`src/rtl/jtag_pkg.sv`:
```
// Shared widths, completion codes and FSM state encoding for the AXI transaction controller.
package jtag_pkg;

  localparam int ADDR_AXI_WIDTH = 32;
  localparam int DATA_AXI_WIDTH = 32;

  typedef enum logic [2:0] {
    STS_OKAY    = 3'd0,
    STS_EXOKAY  = 3'd1,
    STS_SLVERR  = 3'd2,
    STS_DECERR  = 3'd3,
    STS_TIMEOUT = 3'd4
  } axi_txn_sts_t;

  typedef enum logic [2:0] {
    ST_IDLE    = 3'd0,
    ST_WR_REQ  = 3'd1,
    ST_WR_RESP = 3'd2,
    ST_RD_REQ  = 3'd3,
    ST_RD_RESP = 3'd4,
    ST_DONE    = 3'd5
  } txn_state_t;

endpackage

```
`src/rtl/axi_txn_ctrl.sv`:
```
// Single-beat AXI master: turns one command into one AXI read or write with a timeout.
// state   | meaning
// IDLE    | cmd_ready high, waiting for a command
// WR_REQ  | AW and W offered, each dropped on its own handshake
// WR_RESP | waiting for B
// RD_REQ  | AR offered
// RD_RESP | waiting for R
// DONE    | one-cycle sts_valid pulse
module axi_txn_ctrl
  import jtag_pkg::*;
#(
  parameter int TIMEOUT_CYCLES = 1024
) (
  input  logic                        clk,
  input  logic                        rst,
  input  logic                        cmd_valid,
  output logic                        cmd_ready,
  input  logic                        cmd_write,
  input  logic [ADDR_AXI_WIDTH-1:0]   cmd_addr,
  input  logic [DATA_AXI_WIDTH-1:0]   cmd_wdata,
  output logic                        sts_valid,
  output logic [2:0]                  sts_status,
  output logic [DATA_AXI_WIDTH-1:0]   sts_rdata,
  output logic [ADDR_AXI_WIDTH-1:0]   m_awaddr,
  output logic                        m_awvalid,
  input  logic                        m_awready,
  output logic [DATA_AXI_WIDTH-1:0]   m_wdata,
  output logic [DATA_AXI_WIDTH/8-1:0] m_wstrb,
  output logic                        m_wvalid,
  input  logic                        m_wready,
  input  logic [1:0]                  m_bresp,
  input  logic                        m_bvalid,
  output logic                        m_bready,
  output logic [ADDR_AXI_WIDTH-1:0]   m_araddr,
  output logic                        m_arvalid,
  input  logic                        m_arready,
  input  logic [DATA_AXI_WIDTH-1:0]   m_rdata,
  input  logic [1:0]                  m_rresp,
  input  logic                        m_rvalid,
  output logic                        m_rready
);

  txn_state_t                state_q, state_d;
  logic [15:0]               cnt_q;
  logic                      aw_done_q, w_done_q;
  logic [ADDR_AXI_WIDTH-1:0] addr_q;
  logic [DATA_AXI_WIDTH-1:0] wdata_q;
  axi_txn_sts_t              sts_q, sts_d;
  logic [DATA_AXI_WIDTH-1:0] rdata_q, rdata_d;
  logic                      sts_upd, accept, aw_hs, w_hs, tmo;

  // Expires on the TIMEOUT_CYCLES-th non-idle cycle; a handshake in that cycle still wins.
  assign tmo = (int'(cnt_q) >= TIMEOUT_CYCLES - 1);

  always_ff @(posedge clk) begin
    if (rst) state_q <= ST_IDLE;
    else     state_q <= state_d;
  end

  always_comb begin
    state_d   = state_q;
    cmd_ready = 1'b0;
    sts_valid = 1'b0;
    m_awvalid = 1'b0;
    m_wvalid  = 1'b0;
    m_bready  = 1'b0;
    m_arvalid = 1'b0;
    m_rready  = 1'b0;
    accept    = 1'b0;
    aw_hs     = 1'b0;
    w_hs      = 1'b0;
    sts_upd   = 1'b0;
    sts_d     = STS_OKAY;
    rdata_d   = '0;
    case (state_q)
      ST_IDLE: begin
        cmd_ready = 1'b1;
        if (cmd_valid) begin
          accept  = 1'b1;
          state_d = cmd_write ? ST_WR_REQ : ST_RD_REQ;
        end
      end
      ST_WR_REQ: begin
        m_awvalid = !aw_done_q;
        m_wvalid  = !w_done_q;
        aw_hs     = !aw_done_q && m_awready;
        w_hs      = !w_done_q && m_wready;
        if ((aw_done_q || aw_hs) && (w_done_q || w_hs)) state_d = ST_WR_RESP;
        else if (tmo) begin
          sts_upd = 1'b1;
          sts_d   = STS_TIMEOUT;
          state_d = ST_DONE;
        end
      end
      ST_WR_RESP: begin
        m_bready = 1'b1;
        if (m_bvalid || tmo) begin
          sts_upd = 1'b1;
          sts_d   = m_bvalid ? axi_txn_sts_t'({1'b0, m_bresp}) : STS_TIMEOUT;
          state_d = ST_DONE;
        end
      end
      ST_RD_REQ: begin
        m_arvalid = 1'b1;
        if (m_arready) state_d = ST_RD_RESP;
        else if (tmo) begin
          sts_upd = 1'b1;
          sts_d   = STS_TIMEOUT;
          state_d = ST_DONE;
        end
      end
      ST_RD_RESP: begin
        m_rready = 1'b1;
        if (m_rvalid) begin
          sts_upd = 1'b1;
          sts_d   = axi_txn_sts_t'({1'b0, m_rresp});
          rdata_d = m_rdata;
          state_d = ST_DONE;
        end else if (tmo) begin
          sts_upd = 1'b1;
          sts_d   = STS_TIMEOUT;
          state_d = ST_DONE;
        end
      end
      ST_DONE: begin
        sts_valid = 1'b1;
        state_d   = ST_IDLE;
      end
      default: state_d = ST_IDLE;
    endcase
  end

  always_ff @(posedge clk) begin
    if (rst) begin
      cnt_q     <= '0;
      aw_done_q <= 1'b0;
      w_done_q  <= 1'b0;
      addr_q    <= '0;
      wdata_q   <= '0;
      sts_q     <= STS_OKAY;
      rdata_q   <= '0;
    end else begin
      if (accept) begin
        cnt_q     <= '0;
        aw_done_q <= 1'b0;
        w_done_q  <= 1'b0;
        addr_q    <= cmd_addr;
        wdata_q   <= cmd_wdata;
      end else begin
        if (state_q != ST_IDLE && cnt_q != 16'hFFFF) cnt_q <= cnt_q + 16'd1;
        if (aw_hs) aw_done_q <= 1'b1;
        if (w_hs)  w_done_q  <= 1'b1;
      end
      if (sts_upd) begin
        sts_q   <= sts_d;
        rdata_q <= rdata_d;
      end
    end
  end

  assign m_awaddr   = addr_q;
  assign m_araddr   = addr_q;
  assign m_wdata    = wdata_q;
  assign m_wstrb    = '1;
  assign sts_status = sts_q;
  assign sts_rdata  = rdata_q;

endmodule

```
`config.mk`:
```
export PLATFORM = sky130hd
export DESIGN_NAME = axi_txn_ctrl
export DESIGN_NICKNAME = d
export VERILOG_FILES = /design/src/rtl/jtag_pkg.sv /design/src/rtl/axi_txn_ctrl.sv
export SDC_FILE = /design/constraint.sdc
export NUM_CORES = 1
export LEC_CHECK = 0
export ABC_AREA = 1
export CAP_MARGIN = 25
export CORE_MARGIN = 2
export CORE_UTILIZATION = 30
export CTS_BUF_LIST = sky130_fd_sc_hd__clkbuf_4 sky130_fd_sc_hd__clkbuf_8
export DETAILED_ROUTE_END_ITERATION = 10
export MAX_ROUTING_LAYER = met4
export PLACE_DENSITY_LB_ADDON = 0.3
export SYNTH_ARGS = -nofsm -noshare
export SYNTH_HDL_FRONTEND = slang
export SYNTH_SLANG_ARGS = --single-unit
```
`constraint.sdc`:
```
create_clock -name clk -period 2.55 [get_ports clk]
set_clock_uncertainty 0.2 [all_clocks]
set_input_delay 0.765 -clock clk [delete_from_list [all_inputs] [get_ports clk]]
set_output_delay 0.765 -clock clk [all_outputs]
set_load 0.02 [all_outputs]
```
==> results of run 1 <==
==> logic make-up after synthesis <==
group	count (synthesis)	synth area share
compound gates	92	0.0837
xor+xnor	11	0.0172
fa+ha+maj	1	0.00223
buf+inv	153	0.136
flops	120	0.428
other cells	1	0.000669
simple gates	433	0.332
==> sequential cells by signal, indices dropped and copies added (netlist names) <==
signal,cells
m_araddr,32
sts_rdata,32
cnt_q,16
aw_done_q,1
sts_status,3
w_done_q,1
state_q,3
m_wdata,32
==> layout by cell type, fill, tap and decap left out, drive strengths merged, types with 2 or more instances in the layout <==
cell type and instances:
clkbuf 20, bufinv 2, dfxtp 120, inv 74
clkinv 2, buf 26, nor2 76, o21ai 7
a21oi 82, clkdlybuf4s50 237, nand2 242, nand4 27
nor3 5, clkinvlp 5, conb 4, nand3 81
a32oi 2, xnor2 4, xor2 7, dlygate4sd2 2
==> worst min-delay path by stage <==
stage | from | end | cells past startpoint
after global placement | m_wdata[28]$_SDFFE_PP0P_ | m_wdata[28]$_SDFFE_PP0P_ | 2
final | m_wdata[6]$_SDFFE_PP0P_ | m_wdata[6]$_SDFFE_PP0P_ | 2
after CTS | m_wdata[6]$_SDFFE_PP0P_ | m_wdata[6]$_SDFFE_PP0P_ | 2
after detailed placement | m_wdata[1]$_SDFFE_PP0P_ | m_wdata[1]$_SDFFE_PP0P_ | 2
after floorplan | cnt_q[10]$_SDFFE_PP0P_ | cnt_q[10]$_SDFFE_PP0P_ | 2
after global routing | m_wdata[2]$_SDFFE_PP0P_ | m_wdata[2]$_SDFFE_PP0P_ | 2
==> power by group <==
group	internal [mW]	total (mW)	switching (mW)	leakage [nW]
Clock	0.918	1.81	0.888	0.195
Sequential	2.11	2.27	0.158	0.980
Combinational	1.00	2.29	1.28	2.27
Total	4.04	6.37	2.33	3.45
==> layout make-up <==
| cell class | instances | area (sq um) |
|---|---|---|
| Clock buffer | 18 | 248 |
| Clock inverter | 14 | 163 |
| Fill cell | 1854 | 10000 |
| Inverter | 69 | 263 |
| Multi-Input combinational cell | 541 | 2450 |
| Sequential cell | 120 | 2410 |
| Tap cell | 234 | 293 |
| Timing Repair Buffer | 268 | 2670 |
==> metal layers <==
metal  up-vias  GRT usage  part of all wire
met5         -          -                 0
met4         0     0.0668             0.022
met3        24     0.0496             0.064
met2       182      0.260              0.46
met1      2513      0.220              0.46
li1       2960          -                 -
==> repair_timing <==
action | in CTS | in global routing
endpoints found under the setup margin | 7 | 8
setup buffers | 0 | 1
gates resized for setup | 15 | 7
==> qor.csv, run 1 <==
metric;value;unit
top cell type's share of synthesized area;0.428;
H-tree depth;4;
Via density;4.49;
crit path launch;m_wdata[30]$_SDFFE_PP0P_;
GR Util All Layers;0.173;
top_reg_cell synth;dfxtp_1;
R2R setup slack;0.30;ns
Layout Utilization;0.459;
Seq/Total Area, Yosys;0.428;
vias in the first global route;5247;
synthesized area;0.00561;sq mm
WS Path Type;flop to primary output;
final worst path period share;0.952;
leading area contributor after synthesis;dfxtp_1;
Worst R2R End;m_araddr[30]$_SDFFE_PP0P_;
Clock Pin Slew Worst Setup and Hold Paths;0.08;ns
RSZ-0062 raised after global routing;no;
vias;5679;
Die Y;141;um
detailed placement HPWL;11700;um
DP Cell Count;1231;
Setup WS post-layout;0.123;ns
CORE AREA;0.0185;sq mm
DR WL/cell;13.3;um
Unique masters post-synth;29;
initial antenna violation count;0;
Placed Area;0.00808;sq mm
Final Cell Area;0.00850;sq mm
root buffer cell;clkbuf_8;
row cnt;50;
Worst Path Buf+Inv;1;
slowest stage cell, crit path;clkdlybuf4s50_1;
setup_tns;0;ns
die span in x;141;um
CP Cell Sequence;clkdlybuf4s50_1;
Pleak;3.45;nW
Worst path depth;1;
max-slew violation count;0;
R2R Path Start;state_q[1]$_SDFFE_PP0P_;
Finished Layout Cells;1264;
starting density of the core;0.303;
dpl ws;0.0412;ns
synthesized area per cell;6.91;sq um
worst stage delay on the critical path;0.67;ns
insertion delay to the later sink of the worst-skew pair;0.44;ns
Worst Path Arrival;1.46;ns
yosys warns;0;
worst IR drop on VDD;313;uV
IO Pins;251;
Setup crit start kind;flop;
Pwr Density;749;mW/mm^2
Synth area leaders;dfxtp_1 (43%), nand2_1 (16%), a21oi_1 (7.3%);
Power, Total;6.37;mW
most common cell in the synthesized netlist;nand2_1;
Inserted Clock Buffers;17;
DRT iter0 DRCs;268;
# hold bufs at CTS;0;
CP Max Fanout;2;
min Tclk post-route;2.43;ns
drt first pass iters;5;
synth cell count leaders;nand2_1 (237), dfxtp_1 (120), a21oi_1 (82);
Critical path destination;m_wdata[30];
share of cells above drive strength 1;0.0806;
Final Setup Violations;0;
Remaining DRCs;0;
Post-synth EDFFs;0;
run status;complete, no violations;
DRT antenna net count;0;
Layout Nets;1127;
global-route wire length before repair;26800;um
f_max;0.412;GHz
largest net degree at the start of global routing;66;
TritonCTS Sinks;120;
CTS tree;yes;
Worst slew margin;0.555;
total grt overflow;0;
post-synthesis cell count;811;
IO Port Bufs;246;
hold slack;0.262;ns
post-synthesis async set-or-reset flop share;0;
Hold Fails Final Rpt;0;
Hold Crit Class;flop to flop;
max cap viols;0;
Syn-to-layout area delta;51.5;%
die area;0.0198;sq mm
r2r worst-path depth;8;
Slew @ Worst Pin;0.668;ns
flops & latches, synth;120;
n_diodes;0;
Req. time, crit path;1.59;ns
total wire length;16900;um
critical path endpoint category;primary output;
GP Congestion;0.842;
CTS Buffer Depth;2;
critical path's top delay family;buffers and inverters;
No activity file was read; power rests on OpenSTA's default activity.
==> run 2, diff against run 1 <==
- SLEW_MARGIN: unset -> 20
==> results of run 2 <==
No change in the layout: final DEF, timing and power equal those of run 1.
